## config.mk

```make
export PLATFORM = sky130hd
export DESIGN_NAME = note_scroller_flat
export DESIGN_NICKNAME = d
export VERILOG_FILES = /design/src/rtl/note_scroller_if.sv /design/src/rtl/note_scroller.sv /design/src/flat_wrapper.sv
export SDC_FILE = /design/constraint.sdc
export NUM_CORES = 1
export LEC_CHECK = 0
export ABC_AREA = 1
export CAP_MARGIN = 40
export CORE_UTILIZATION = 35
export DETAILED_ROUTE_END_ITERATION = 16
export REMOVE_ABC_BUFFERS = 1
export SYNTH_ARGS = -nofsm -noshare
export SYNTH_HDL_FRONTEND = slang
export SYNTH_SLANG_ARGS = --single-unit
```

## constraint.sdc

```tcl
create_clock -name clk -period 9.87 [get_ports clk]
set_input_delay 1.974 -clock clk [delete_from_list [all_inputs] [get_ports clk]]
set_output_delay 1.974 -clock clk [all_outputs]
set_load 0.02 [all_outputs]
```

## src/rtl/note_scroller_if.sv

```systemverilog
`default_nettype none
// ============================================================================
// Module   : note_scroller_if
// Brief    : Control, song-ROM, player and lane-display signals of note_scroller.
// Revision : 1.0 - initial release
// ============================================================================
interface note_scroller_if #(
    parameter int CODE_W   = 2,
    parameter int WINDOW   = 10,
    parameter int SUBSTEPS = 7,
    parameter int ADDR_W   = 10,
    parameter int TICK_W   = 17,
    parameter int COMBO_W  = 8
);
    localparam int c_OFF_W = (SUBSTEPS > 1) ? $clog2(SUBSTEPS) : 1;

    logic                       start;
    logic [ADDR_W-1:0]          song_len;
    logic [TICK_W-1:0]          tick_period;
    logic [ADDR_W-1:0]          rom_addr;
    logic [CODE_W-1:0]          rom_data;
    logic                       hit;
    logic [CODE_W-1:0]          hit_code;
    logic                       ack;
    logic [WINDOW*CODE_W-1:0]   window;
    logic [c_OFF_W-1:0]         offset;
    logic [CODE_W-1:0]          judge_code;
    logic [COMBO_W-1:0]         combo;
    logic [COMBO_W-1:0]         max_combo;
    logic                       hit_ok;
    logic                       miss;
    logic                       busy;
    logic                       finish;

    modport master (
        output start, song_len, tick_period, rom_data, hit, hit_code, ack,
        input  rom_addr, window, offset, judge_code, combo, max_combo,
               hit_ok, miss, busy, finish
    );

    modport slave (
        input  start, song_len, tick_period, rom_data, hit, hit_code, ack,
        output rom_addr, window, offset, judge_code, combo, max_combo,
               hit_ok, miss, busy, finish
    );
endinterface
`default_nettype wire

```

## src/rtl/note_scroller.sv

```systemverilog
`default_nettype none
// ============================================================================
// Module   : note_scroller
// Brief    : ROM-fed note lane scroller with head-slot hit judging and combo.
// Revision : 1.0 - initial release
// ============================================================================
module note_scroller #(
    parameter int CODE_W   = 2,
    parameter int WINDOW   = 10,
    parameter int SUBSTEPS = 7,
    parameter int ADDR_W   = 10,
    parameter int TICK_W   = 17,
    parameter int COMBO_W  = 8
) (
    input  wire logic       clk,
    input  wire logic       rst,
    note_scroller_if.slave  bus
);
    localparam int c_OFF_W = (SUBSTEPS > 1) ? $clog2(SUBSTEPS) : 1;
    // One extra index bit so song_len+WINDOW never wraps.
    localparam int c_IDX_W = ADDR_W + 1;
    localparam logic [c_OFF_W-1:0] c_OFF_LAST   = c_OFF_W'(SUBSTEPS - 1);
    localparam logic [c_IDX_W-1:0] c_WINDOW_IDX = c_IDX_W'(WINDOW);

    typedef enum logic [1:0] {
        S_IDLE   = 2'd0,
        S_RUN    = 2'd1,
        S_FINISH = 2'd2
    } state_t;

    state_t                     r_state;
    state_t                     w_state_nxt;
    logic [ADDR_W-1:0]          r_len;
    logic [TICK_W-1:0]          r_period;
    logic [TICK_W-1:0]          r_tick;
    logic [c_OFF_W-1:0]         r_offset;
    logic [c_IDX_W-1:0]         r_index;
    logic [WINDOW*CODE_W-1:0]   r_window;
    logic [COMBO_W-1:0]         r_combo;
    logic [COMBO_W-1:0]         r_max;
    logic                       r_hit_ok;
    logic                       r_miss;

    logic                       w_run;
    logic                       w_start_ok;
    logic                       w_step;
    logic                       w_shift;
    logic [CODE_W-1:0]          w_slot0;
    logic                       w_match;
    logic                       w_bad_press;
    logic                       w_lost;
    logic [CODE_W-1:0]          w_incoming;
    logic [c_IDX_W-1:0]         w_index_inc;
    logic                       w_drained;
    logic [COMBO_W-1:0]         w_combo_inc;
    logic [WINDOW*CODE_W-1:0]   w_window_nxt;

    assign w_run       = (r_state == S_RUN);
    assign w_start_ok  = (r_state == S_IDLE) && bus.start && (bus.song_len != '0);
    assign w_step      = w_run && (r_tick == r_period);
    assign w_shift     = w_step && (r_offset == c_OFF_LAST);
    assign w_slot0     = r_window[CODE_W-1:0];

    // A press is judged against the pre-shift head slot, so a matched note
    // leaving on the same edge is scored as a hit rather than lost.
    assign w_match     = w_run && bus.hit && (w_slot0 != '0) && (w_slot0 == bus.hit_code);
    assign w_bad_press = w_run && bus.hit && !w_match;
    assign w_lost      = w_shift && (w_slot0 != '0) && !w_match;

    assign w_incoming  = (r_index < {1'b0, r_len}) ? bus.rom_data : '0;
    assign w_index_inc = r_index + c_IDX_W'(1);
    assign w_drained   = (w_index_inc == ({1'b0, r_len} + c_WINDOW_IDX));
    assign w_combo_inc = (&r_combo) ? r_combo : (r_combo + COMBO_W'(1));

    always_comb begin
        w_window_nxt = r_window;
        if (w_match) begin
            w_window_nxt[CODE_W-1:0] = '0;
        end
        if (w_shift) begin
            w_window_nxt = {w_incoming, r_window[WINDOW*CODE_W-1:CODE_W]};
        end
    end

    always_comb begin
        w_state_nxt = r_state;
        case (r_state)
            S_IDLE: begin
                if (w_start_ok) begin
                    w_state_nxt = S_RUN;
                end
            end
            S_RUN: begin
                if (w_shift && w_drained) begin
                    w_state_nxt = S_FINISH;
                end
            end
            S_FINISH: begin
                if (bus.ack) begin
                    w_state_nxt = S_IDLE;
                end
            end
            default: w_state_nxt = S_IDLE;
        endcase
    end

    always_ff @(posedge clk or posedge rst) begin
        if (rst) begin
            r_state <= S_IDLE;
        end else begin
            r_state <= w_state_nxt;
        end
    end

    always_ff @(posedge clk or posedge rst) begin
        if (rst) begin
            r_len    <= '0;
            r_period <= '0;
            r_tick   <= '0;
            r_offset <= '0;
            r_index  <= '0;
            r_window <= '0;
            r_combo  <= '0;
            r_max    <= '0;
            r_hit_ok <= 1'b0;
            r_miss   <= 1'b0;
        end else begin
            r_hit_ok <= 1'b0;
            r_miss   <= 1'b0;
            if (w_start_ok) begin
                r_len    <= bus.song_len;
                r_period <= bus.tick_period;
                r_tick   <= '0;
                r_offset <= '0;
                r_index  <= '0;
                r_window <= '0;
                r_combo  <= '0;
                r_max    <= '0;
            end else if (w_run) begin
                r_tick   <= w_step ? '0 : (r_tick + TICK_W'(1));
                r_window <= w_window_nxt;
                if (w_step) begin
                    r_offset <= w_shift ? '0 : (r_offset + c_OFF_W'(1));
                end
                if (w_shift) begin
                    r_index <= w_index_inc;
                end
                if (w_match) begin
                    r_combo  <= w_combo_inc;
                    r_hit_ok <= 1'b1;
                    if (w_combo_inc > r_max) begin
                        r_max <= w_combo_inc;
                    end
                end else if (w_bad_press || w_lost) begin
                    r_combo <= '0;
                    r_miss  <= 1'b1;
                end
            end
        end
    end

    assign bus.rom_addr   = r_index[ADDR_W-1:0];
    assign bus.window     = r_window;
    assign bus.offset     = r_offset;
    assign bus.judge_code = w_slot0;
    assign bus.combo      = r_combo;
    assign bus.max_combo  = r_max;
    assign bus.hit_ok     = r_hit_ok;
    assign bus.miss       = r_miss;
    assign bus.busy       = w_run;
    assign bus.finish     = (r_state == S_FINISH);
endmodule
`default_nettype wire

```

## src/flat_wrapper.sv

```systemverilog
// flat-port wrapper written by rule: the top's interface ports become plain ports
module note_scroller_flat 
#(
    parameter int CODE_W   = 2,
    parameter int WINDOW   = 10,
    parameter int SUBSTEPS = 7,
    parameter int ADDR_W   = 10,
    parameter int TICK_W   = 17,
    parameter int COMBO_W  = 8
)
  (clk, rst, bus_start, bus_song_len, bus_tick_period, bus_rom_data, bus_hit, bus_hit_code, bus_ack, bus_rom_addr, bus_window, bus_offset, bus_judge_code, bus_combo, bus_max_combo, bus_hit_ok, bus_miss, bus_busy, bus_finish);
  note_scroller_if #(.CODE_W(CODE_W), .WINDOW(WINDOW), .SUBSTEPS(SUBSTEPS), .ADDR_W(ADDR_W), .TICK_W(TICK_W), .COMBO_W(COMBO_W)) bus_i ();
  input  wire logic clk;
  input  wire logic rst;
  input wire logic [$bits(bus_i.start)-1:0] bus_start;
  input wire logic [$bits(bus_i.song_len)-1:0] bus_song_len;
  input wire logic [$bits(bus_i.tick_period)-1:0] bus_tick_period;
  input wire logic [$bits(bus_i.rom_data)-1:0] bus_rom_data;
  input wire logic [$bits(bus_i.hit)-1:0] bus_hit;
  input wire logic [$bits(bus_i.hit_code)-1:0] bus_hit_code;
  input wire logic [$bits(bus_i.ack)-1:0] bus_ack;
  output wire logic [$bits(bus_i.rom_addr)-1:0] bus_rom_addr;
  output wire logic [$bits(bus_i.window)-1:0] bus_window;
  output wire logic [$bits(bus_i.offset)-1:0] bus_offset;
  output wire logic [$bits(bus_i.judge_code)-1:0] bus_judge_code;
  output wire logic [$bits(bus_i.combo)-1:0] bus_combo;
  output wire logic [$bits(bus_i.max_combo)-1:0] bus_max_combo;
  output wire logic [$bits(bus_i.hit_ok)-1:0] bus_hit_ok;
  output wire logic [$bits(bus_i.miss)-1:0] bus_miss;
  output wire logic [$bits(bus_i.busy)-1:0] bus_busy;
  output wire logic [$bits(bus_i.finish)-1:0] bus_finish;
  assign bus_i.start = bus_start;
  assign bus_i.song_len = bus_song_len;
  assign bus_i.tick_period = bus_tick_period;
  assign bus_i.rom_data = bus_rom_data;
  assign bus_i.hit = bus_hit;
  assign bus_i.hit_code = bus_hit_code;
  assign bus_i.ack = bus_ack;
  assign bus_rom_addr = bus_i.rom_addr;
  assign bus_window = bus_i.window;
  assign bus_offset = bus_i.offset;
  assign bus_judge_code = bus_i.judge_code;
  assign bus_combo = bus_i.combo;
  assign bus_max_combo = bus_i.max_combo;
  assign bus_hit_ok = bus_i.hit_ok;
  assign bus_miss = bus_i.miss;
  assign bus_busy = bus_i.busy;
  assign bus_finish = bus_i.finish;
  note_scroller #(.CODE_W(CODE_W), .WINDOW(WINDOW), .SUBSTEPS(SUBSTEPS), .ADDR_W(ADDR_W), .TICK_W(TICK_W), .COMBO_W(COMBO_W)) u_core (.clk(clk), .rst(rst), .bus(bus_i));
endmodule
```

==> results of run 1 <==
## critical path, cell delays in order
cell             delay, ns
clkdlybuf4s50_1       0.42
nor2_1                0.11
nand4_1               0.23
o21ai_4               0.20
buf_4                 0.65
nand2_1               0.57
inv_2                 0.26
o21ai_0               0.14
a21oi_1               0.18
## cell type report
class	count	area, sq um	share of cell area
sequential	98	2450	0.331
clock inverter	4	30.0	0.00405
multi-input combinational	603	3020	0.408
timing repair buffer	94	971	0.131
tap	220	275	0.0372
inverter	110	423	0.0571
clock buffer	11	233	0.0314
## final timing paths
| check | cells after the start | startpoint | slack [ns] | end |
|---|---|---|---|---|
| max | 9 | bus_song_len[5] | 5.39 | u_core.r_tick[12] |
| max in group asynchronous | 4 | rst | 7.02 | u_core.r_tick[13] |
| min reg2reg | 2 | u_core.r_period[16] | 0.50 | u_core.r_period[16] |
| min | 2 | u_core.r_period[16] | 0.50 | u_core.r_period[16] |
| max reg2reg | 16 | u_core.bus.combo[0] | 6.55 | u_core.bus.max_combo[5] |
| min in group asynchronous | 2 | rst | 1.90 | u_core.bus.window[14] |
## registers in the layout, summed over array words and instances, names as in the netlist
signal	flops
u_core.r_state	2
u_core.bus.max_combo	8
u_core.r_period	17
u_core.bus.offset	3
u_core.bus.combo	8
u_core.bus.miss	1
u_core.r_len	10
u_core.r_tick	17
u_core.r_index	11
u_core.bus.window	20
u_core.bus.hit_ok	1
## logic make-up after synthesis
kind of cell | after synthesis | synth area share
flip-flops | 98 | 0.403
AND/OR/NAND/NOR | 472 | 0.345
AO/OA/AOI/OAI | 96 | 0.0841
XOR/XNOR | 11 | 0.0171
buffers and inverters | 140 | 0.101
adder cells (fa/ha/maj) | 24 | 0.0494
## synth_stat cells, types with 8 or more instances
cell type / n
buf_4: 14
nand4_1: 30
nand3_1: 64
nor2_1: 72
dfrtp_1: 98
nand2_1: 265
inv_2: 8
a21oi_1: 22
nor3_1: 14
nand3_2: 10
inv_1: 100
ha_1: 24
o21ai_0: 54
## power by group
part           internal [mW]  switching (mW)  total (mW)
registers              0.466          0.0674       0.533
logic                  0.158           0.246       0.404
clock network          0.170           0.154       0.324
total                  0.793           0.468        1.26
## metrics by stage
stage	instance area (sq um)	instances	setup WS [ns]
CTS	7410	1140	5.41
finish	7410	1140	5.39
floorplan	5890	811	4.28
global route	7410	1140	5.07
global placement	7090	1123	5.07
detailed placement	7140	1125	5.04
## per-layer routing
| layer | GRT usage | wire [um] | vias to the layer above |
|---|---|---|---|
| met5 | 0 | 0 | - |
| met4 | 0.0530 | 206 | 0 |
| met3 | 0.0367 | 696 | 15 |
| met2 | 0.316 | 7460 | 92 |
| met1 | 0.247 | 7530 | 2589 |
| li1 | - | - | 2846 |
==> impl_metrics.ini, run 1 <==
[run_status]
status = finished, final reports clean

[yosys]
synthesis.area_sq_um = 6080
synth.area.top_cells = dfrtp_1 40%, nand2_1 16%, inv_1 6.2%
postSynthAreaPerCell_sq_um = 7.23
yosysWarnings = 0
synth_top_cell_by_area = dfrtp_1
synthCells = 841
yosysTopAreaCellShare = 0.403
synth-edff-count = 0
ys_types = 40
ys_seq_area_frac = 0.403
synth.ff_latch_count = 98
synth_flop_cell = dfrtp_1
async_reset_ff_frac = 1.00

[global_route]
grt_usage = 0.189
overflow = 0
grt_max_degree = 69
grt_pass1_wl_mm = 26.7
grt_pass1_vias = 5442
antenna_found_initial = 0

[timing]
max_freq_ghz = 0.223
whs_ns = 0.500
setup_viol = 0
skew_ns = 0.00503
slew_headroom = 0.468
rsz0062_at_grt = no
setup_tns_ns = 0
slew_violations = 0
worst_slew_pin_slew_ns = 0.798
min_period_ns = 4.48
hold_violations = 0
period_share = 0.454

[finish]
nets = 976
final_cell_mix = 265 x nand2_1, 99 x inv_1, 98 x dfrtp_1
diodes = 0
fillers = 1752
drive_above_1_share = 0.0554
area_growth_pct = 21.8
final_util = 0.442
final_common_cell = nand2_1

[cts]
clkLatencyLatePin_ns = 0.35
cts-resized-gates = 0
cts.hold.buffers_added = 0
cts_buffer_depth = 2
clk_pin_slew_ns = 0.07
clockRootBuffer = clkbuf_16
cts.sinks = 98
postCtsSetupRepairBufs = 0
tritoncts = done
htreeDepth = 3
cts_buffers = 9

[flow_run]
cap_violations = 0

[power]
ir_drop_mv = 0.0948
power_density_nw_per_um2 = 170
power_mw = 1.26
cellLeakagePower_nw = 3.62

[place]
gp_congestion = 0.858
detailed_place_hpwl_mm = 12.0
io_buffer_count = 90

[setup_path]
critical_path.max_fanout = 68
worstSetupEndpointType = flip-flop
start_kind = primary input
cp.arrival_ns = 4.75
worstSetupPathType = in -> reg
cp.required_ns = 10.14

[drt]
wl_per_cell_um = 13.9
via_count = 5542
firstDrtPassIters = 4
drc_errors = 0
final_antenna_net_count = 0
drt_iter0_drc = 289
drt_wl_total_mm = 15.9
vias_per_cell = 4.86

[die]
core_region_area_sq_um = 16800
rows = 47
initial_utilization = 0.363
fp.dieArea_sq_um = 17900
io_pins = 91
dieHeight_um = 134
fp.dieW_um = 134

[min_path]
hold_class = reg -> reg
No activity file was read; power rests on OpenSTA's default activity.
==> run 2, diff against run 1 <==
==> constraint.sdc (replaced) <==
create_clock -name clk -period 3.7 [get_ports clk]
set_input_delay 0.74 -clock clk [delete_from_list [all_inputs] [get_ports clk]]
set_output_delay 0.74 -clock clk [all_outputs]
set_load 0.02 [all_outputs]
==> run 2 against run 1 <==
Clock power grew to 3.1 times the previous value. Register-to-register slack got worse by 6.0 ns. Core utilization up 0.11 points. Cell area up 0.25%. Critical path depth rose by 7. Global-route usage is 0.091 points higher. Die area unchanged.
==> impl_metrics.ini, run 2 (synthesized netlist as in run 1, its figures left out) <==
[run_status]
status = finished, final reports clean

[cts]
cts_buffers = 9
postCtsSetupRepairBufs = 0
clk_pin_slew_ns = 0.08
cts_buffer_depth = 2
clkLatencyLatePin_ns = 0.36
cts-resized-gates = 0
clockRootBuffer = clkbuf_16
tritoncts = done
cts.hold.buffers_added = 0
cts.sinks = 98
htreeDepth = 3

[timing]
worst_slew_pin_slew_ns = 0.776
max_freq_ghz = 0.322
worst_slack_ns = 0.593
setup_viol = 0
min_period_ns = 3.11
setup_tns_ns = 0
hold_violations = 0
slew_headroom = 0.481
skew_ns = 0.0120
period_share = 0.840
rsz0062_at_grt = no
whs_ns = 0.495
slew_violations = 0

[finish]
final_area_sq_um = 7430
fillers = 1716
final_common_cell = nand2_1
diodes = 0
final_cell_mix = 265 x nand2_1, 99 x inv_1, 98 x dfrtp_1
final_util = 0.443
drive_above_1_share = 0.0586
largest_reg_flops = 20
area_growth_pct = 22.1
nets = 976

[drt]
drt_wl_total_mm = 16.0
drc_errors = 0
final_antenna_net_count = 0
wl_per_cell_um = 14.0
via_count = 5456
drt_iter0_drc = 312
firstDrtPassIters = 5
vias_per_cell = 4.78

[setup_path]
reg2reg_depth = 16
start_kind = flip-flop
ff2ff_setup_slack_ns = 0.59
worstSetupPathType = reg -> reg
crit_start = u_core.bus.combo[0]
cp.required_ns = 3.95
cp.arrival_ns = 3.36
r2r-start = u_core.bus.combo[0]
r2r_end = u_core.bus.max_combo[5]
critical_path.max_fanout = 9
worstSetupEndpointType = flip-flop

[global_route]
grt_max_degree = 52
grt_usage = 0.190
grt_pass1_vias = 5240
antenna_found_initial = 0
grt_pass1_wl_mm = 26.7
overflow = 0

[die]
io_pins = 91
dieHeight_um = 134
fp.dieArea_sq_um = 17900
fp.dieW_um = 134
core_region_area_sq_um = 16800
initial_utilization = 0.363
rows = 47

[power]
power_density_nw_per_um2 = 471
share_seq_of_total_power = 0.408
net-switching-power_mw = 1.30
ir_drop_mv = 0.237
cellLeakagePower_nw = 3.64
intPower_mw = 2.20
switching_share = 0.371
pwr-share-clk = 0.284
pwr-share-comb = 0.307

[flow_run]
cap_violations = 0

[min_path]
worstHoldPathCells = 2
hold_class = reg -> reg
hold_end = u_core.r_len[0]
hp-start = u_core.r_len[0]

[place]
post_dp_cell_area_sq_um = 7120
io_buffer_count = 90
gp_congestion = 0.889
detailed_place_hpwl_mm = 11.7
dp_slack_ns = 0.655
==> run 2: cell types whose count changed in the layout (fill, tap and decap cells not counted), sizes merged <==
cell / previous run / this run
clkinvlp: 4 / 1
clkbuf: 11 / 9
clkinv: 1 / 2
bufinv: 0 / 1
inv: 109 / 113
==> run 2: power groups by stage <==
stage / Combinational [mW] / Clock [mW] / Sequential, mW
after floorplan: 0.720 / 0 / 1.44
final: 1.08 / 0.995 / 1.43
after CTS: 1.08 / 1.02 / 1.43
after global placement: 1.07 / 0 / 1.45
after global routing: 1.24 / 1.07 / 1.46
after detailed placement: 1.07 / 0 / 1.44
==> run 2: area by class of cell <==
cell class / instances / area, sq um / area share
Clock buffer: 9 / 225 / 0.0303
Clock inverter: 7 / 83.8 / 0.0113
Inverter: 110 / 423 / 0.0570
Multi-Input combinational cell: 603 / 3020 / 0.407
Sequential cell: 98 / 2450 / 0.330
Tap cell: 220 / 275 / 0.0371
Timing Repair Buffer: 94 / 943 / 0.127
==> run 2: worst max-delay path, cell delays in order, from the launching register on <==
cell	delay, ns
dfrtp_1	0.45
ha_1	0.24
nand2_1	0.07
nor3_1	0.21
and2_1	0.17
nand2_1	0.19
nand2_1	0.13
xor2_1	0.17
inv_1	0.08
ha_1	0.29
nand4_1	0.11
o211ai_1	0.46
nand2_2	0.14
nand2_4	0.14
inv_2	0.05
nand2_1	0.05
nand2_1	0.04
==> run 2: worst max path at each step <==
| stage | end | slack [ns] | depth (start not counted) |
|---|---|---|---|
| 2_1_floorplan | u_core.r_tick[3] | -0.66 | 7 |
| 3_3_place_gp | u_core.bus.max_combo[5] | 0.69 | 16 |
| 3_5_place_dp | u_core.bus.max_combo[5] | 0.65 | 16 |
| 4_1_cts | u_core.bus.max_combo[5] | 0.63 | 16 |
| 5_1_grt | u_core.bus.max_combo[0] | 0.23 | 17 |
| 6_report | u_core.bus.max_combo[5] | 0.59 | 16 |
==> run 2: per-stage QoR <==
step           std cells  total power [mW]
4_1_cts             1141              3.53
2_1_floorplan        811              2.16
5_1_grt             1141              3.77
3_3_place_gp        1125              2.51
6_report            1141              3.50
3_5_place_dp        1125              2.51
==> run 2: layer usage <==
layer  up-vias  wire length (um)  global-route usage
met1      2475              7870               0.263
li1       2853                 -                   -
met4         0               195              0.0473
met3        13               785              0.0469
met5         -                 0                   0
met2       115              7140               0.294
==> run 3, diff against run 2 <==
==> constraint.sdc (replaced) <==
create_clock -name clk -period 3.1 [get_ports clk]
set_input_delay 0.62 -clock clk [delete_from_list [all_inputs] [get_ports clk]]
set_output_delay 0.62 -clock clk [all_outputs]
set_load 0.02 [all_outputs]
==> run 3 against run 2 <==
Sequential power rose by 20%. Worst setup slack worse by 0.26 ns. Largest cell class unchanged. Fmax grew 12%. Clock skew up 0.0033 ns. Cell area is 0.98% higher. Power is 20% higher.
==> impl_metrics.ini, run 3 (synthesized netlist as in run 1, its figures left out) <==
[run_status]
status = finished, final reports clean

[global_route]
grt_max_degree = 67
overflow = 0
grt_pass1_vias = 5391
grt_pass1_wl_mm = 27.0
grt_usage = 0.193
antenna_found_initial = 0

[cts]
clkLatencyLatePin_ns = 0.37
clockRootBuffer = clkbuf_16
cts_buffer_depth = 2
htreeDepth = 3
cts_buffers = 9
cts.sinks = 98
clk_pin_slew_ns = 0.08
postCtsSetupRepairBufs = 0
tritoncts = done
cts.hold.buffers_added = 0
cts-resized-gates = 0

[setup_path]
slowest_delay_ns = 0.41
worstSetupEndpointType = flip-flop
crit_chain = ha_2 > nand2_1 > nor3_2 > and2_1 > nand2_2 > nand2_1 > xor2_2 > inv_1 > ha_1 > nand4_1 > nor3_2 > nor2_4 > nand2_2 > nand2_4 > o21ai_0
crit_slowest_cell = dfrtp_1
cp.required_ns = 3.38
cp.arrival_ns = 3.05
critical_path.max_fanout = 9
worstSetupPathType = reg -> reg
start_kind = flip-flop

[die]
dieHeight_um = 134
io_pins = 91
core_region_area_sq_um = 16800
fp.dieW_um = 134
initial_utilization = 0.363
fp.dieArea_sq_um = 17900
rows = 47

[drt]
final_antenna_net_count = 0
vias_per_cell = 4.88
firstDrtPassIters = 4
drt_wl_total_mm = 16.0
via_count = 5589
drc_errors = 0
wl_per_cell_um = 14.0
drt_iter0_drc = 367

[timing]
slew_violations = 0
worst_slew_pin_slew_ns = 0.578
period_share = 0.893
slew_headroom = 0.615
min_period_ns = 2.77
setup_viol = 0
hold_violations = 0
worst_slack_ns = 0.330
max_freq_ghz = 0.361
setup_tns_ns = 0
skew_ns = 0.0153
rsz0062_at_grt = no

[finish]
finalNonFillerCells = 1145
final_util = 0.447
diodes = 0
area_growth_pct = 23.3
fillers = 1735
final_area_sq_um = 7500
largest_reg_flops = 20
drive_above_1_share = 0.0692
nets = 980
final_common_cell = nand2_1
final_cell_mix = 264 x nand2_1, 99 x inv_1, 97 x dfrtp_1

[min_path]
hold_class = reg -> reg

[place]
post_dp_cell_area_sq_um = 7160
io_buffer_count = 90
gp_congestion = 0.916
placedCellCount = 1129
dp_slack_ns = 0.138
detailed_place_hpwl_mm = 12.0

[power]
ir_drop_mv = 0.331
power_density_nw_per_um2 = 561
cellLeakagePower_nw = 3.67

[flow_run]
cap_violations = 0
## run 3: cell types whose count changed in the layout (fill, tap and decap cells not counted), sizes merged
| cell | delta |
|---|---|
| buf | +4 |
| clkinvlp | -1 |
| inv | +1 |
## run 3: where the power goes
group	leakage (nW)	internal, mW	switching, mW
Combinational	2.23	0.508	0.777
Sequential	1.29	1.48	0.226
Clock	0.156	0.651	0.565
Total	3.67	2.64	1.57
## run 3: worst max-delay path: cells and delay by family, from the launching register on
| family | cells | cell delay [ns] |
|---|---|---|
| simple gates | 10 | 1.35 |
| xor+xnor | 1 | 0.16 |
| compound gates | 1 | 0.16 |
| buf+inv | 1 | 0.08 |
| fa+ha+maj | 2 | 0.53 |
| flops | 1 | 0.41 |
## run 3: stage by stage
| stage | power (mW) | hold WS (ns) |
|---|---|---|
| CTS | 4.25 | 0.495 |
| global placement | 3.00 | 0.484 |
| global route | 4.54 | 0.519 |
| finish | 4.21 | 0.492 |
| detailed placement | 3.01 | 0.477 |
| floorplan | 2.57 | 0.453 |
## run 3: cell type report
class	instances	area (sq um)	area share
sequential	98	2450	0.327
tap	220	275	0.0367
timing repair buffer	98	986	0.131
inverter	110	423	0.0564
clock buffer	9	225	0.0300
clock inverter	7	90.1	0.0120
multi-input combinational	603	3050	0.406
## run 3: metal layers
layer / GRT usage / routed length [um] / vias up
li1: - / - / 2860
met1: 0.264 / 7800 / 2598
met2: 0.301 / 7250 / 113
met3: 0.0488 / 722 / 18
met4: 0.0530 / 247 / 0
met5: 0 / 0 / -
## run 3: worst paths after layout
| kind | startpoint | endpoint | slack (ns) | cells after the start |
|---|---|---|---|---|
| setup / recovery | u_core.bus.combo[1] | u_core.bus.max_combo[1] | 0.33 | 15 |
| hold / removal | u_core.r_len[0] | u_core.r_len[0] | 0.49 | 2 |
| setup reg to reg | u_core.bus.combo[1] | u_core.bus.max_combo[1] | 0.33 | 15 |
| hold reg to reg | u_core.r_len[0] | u_core.r_len[0] | 0.49 | 2 |
| max in group asynchronous | rst | u_core.r_len[1] | 1.81 | 3 |
| min in group asynchronous | rst | u_core.bus.window[18] | 0.66 | 2 |
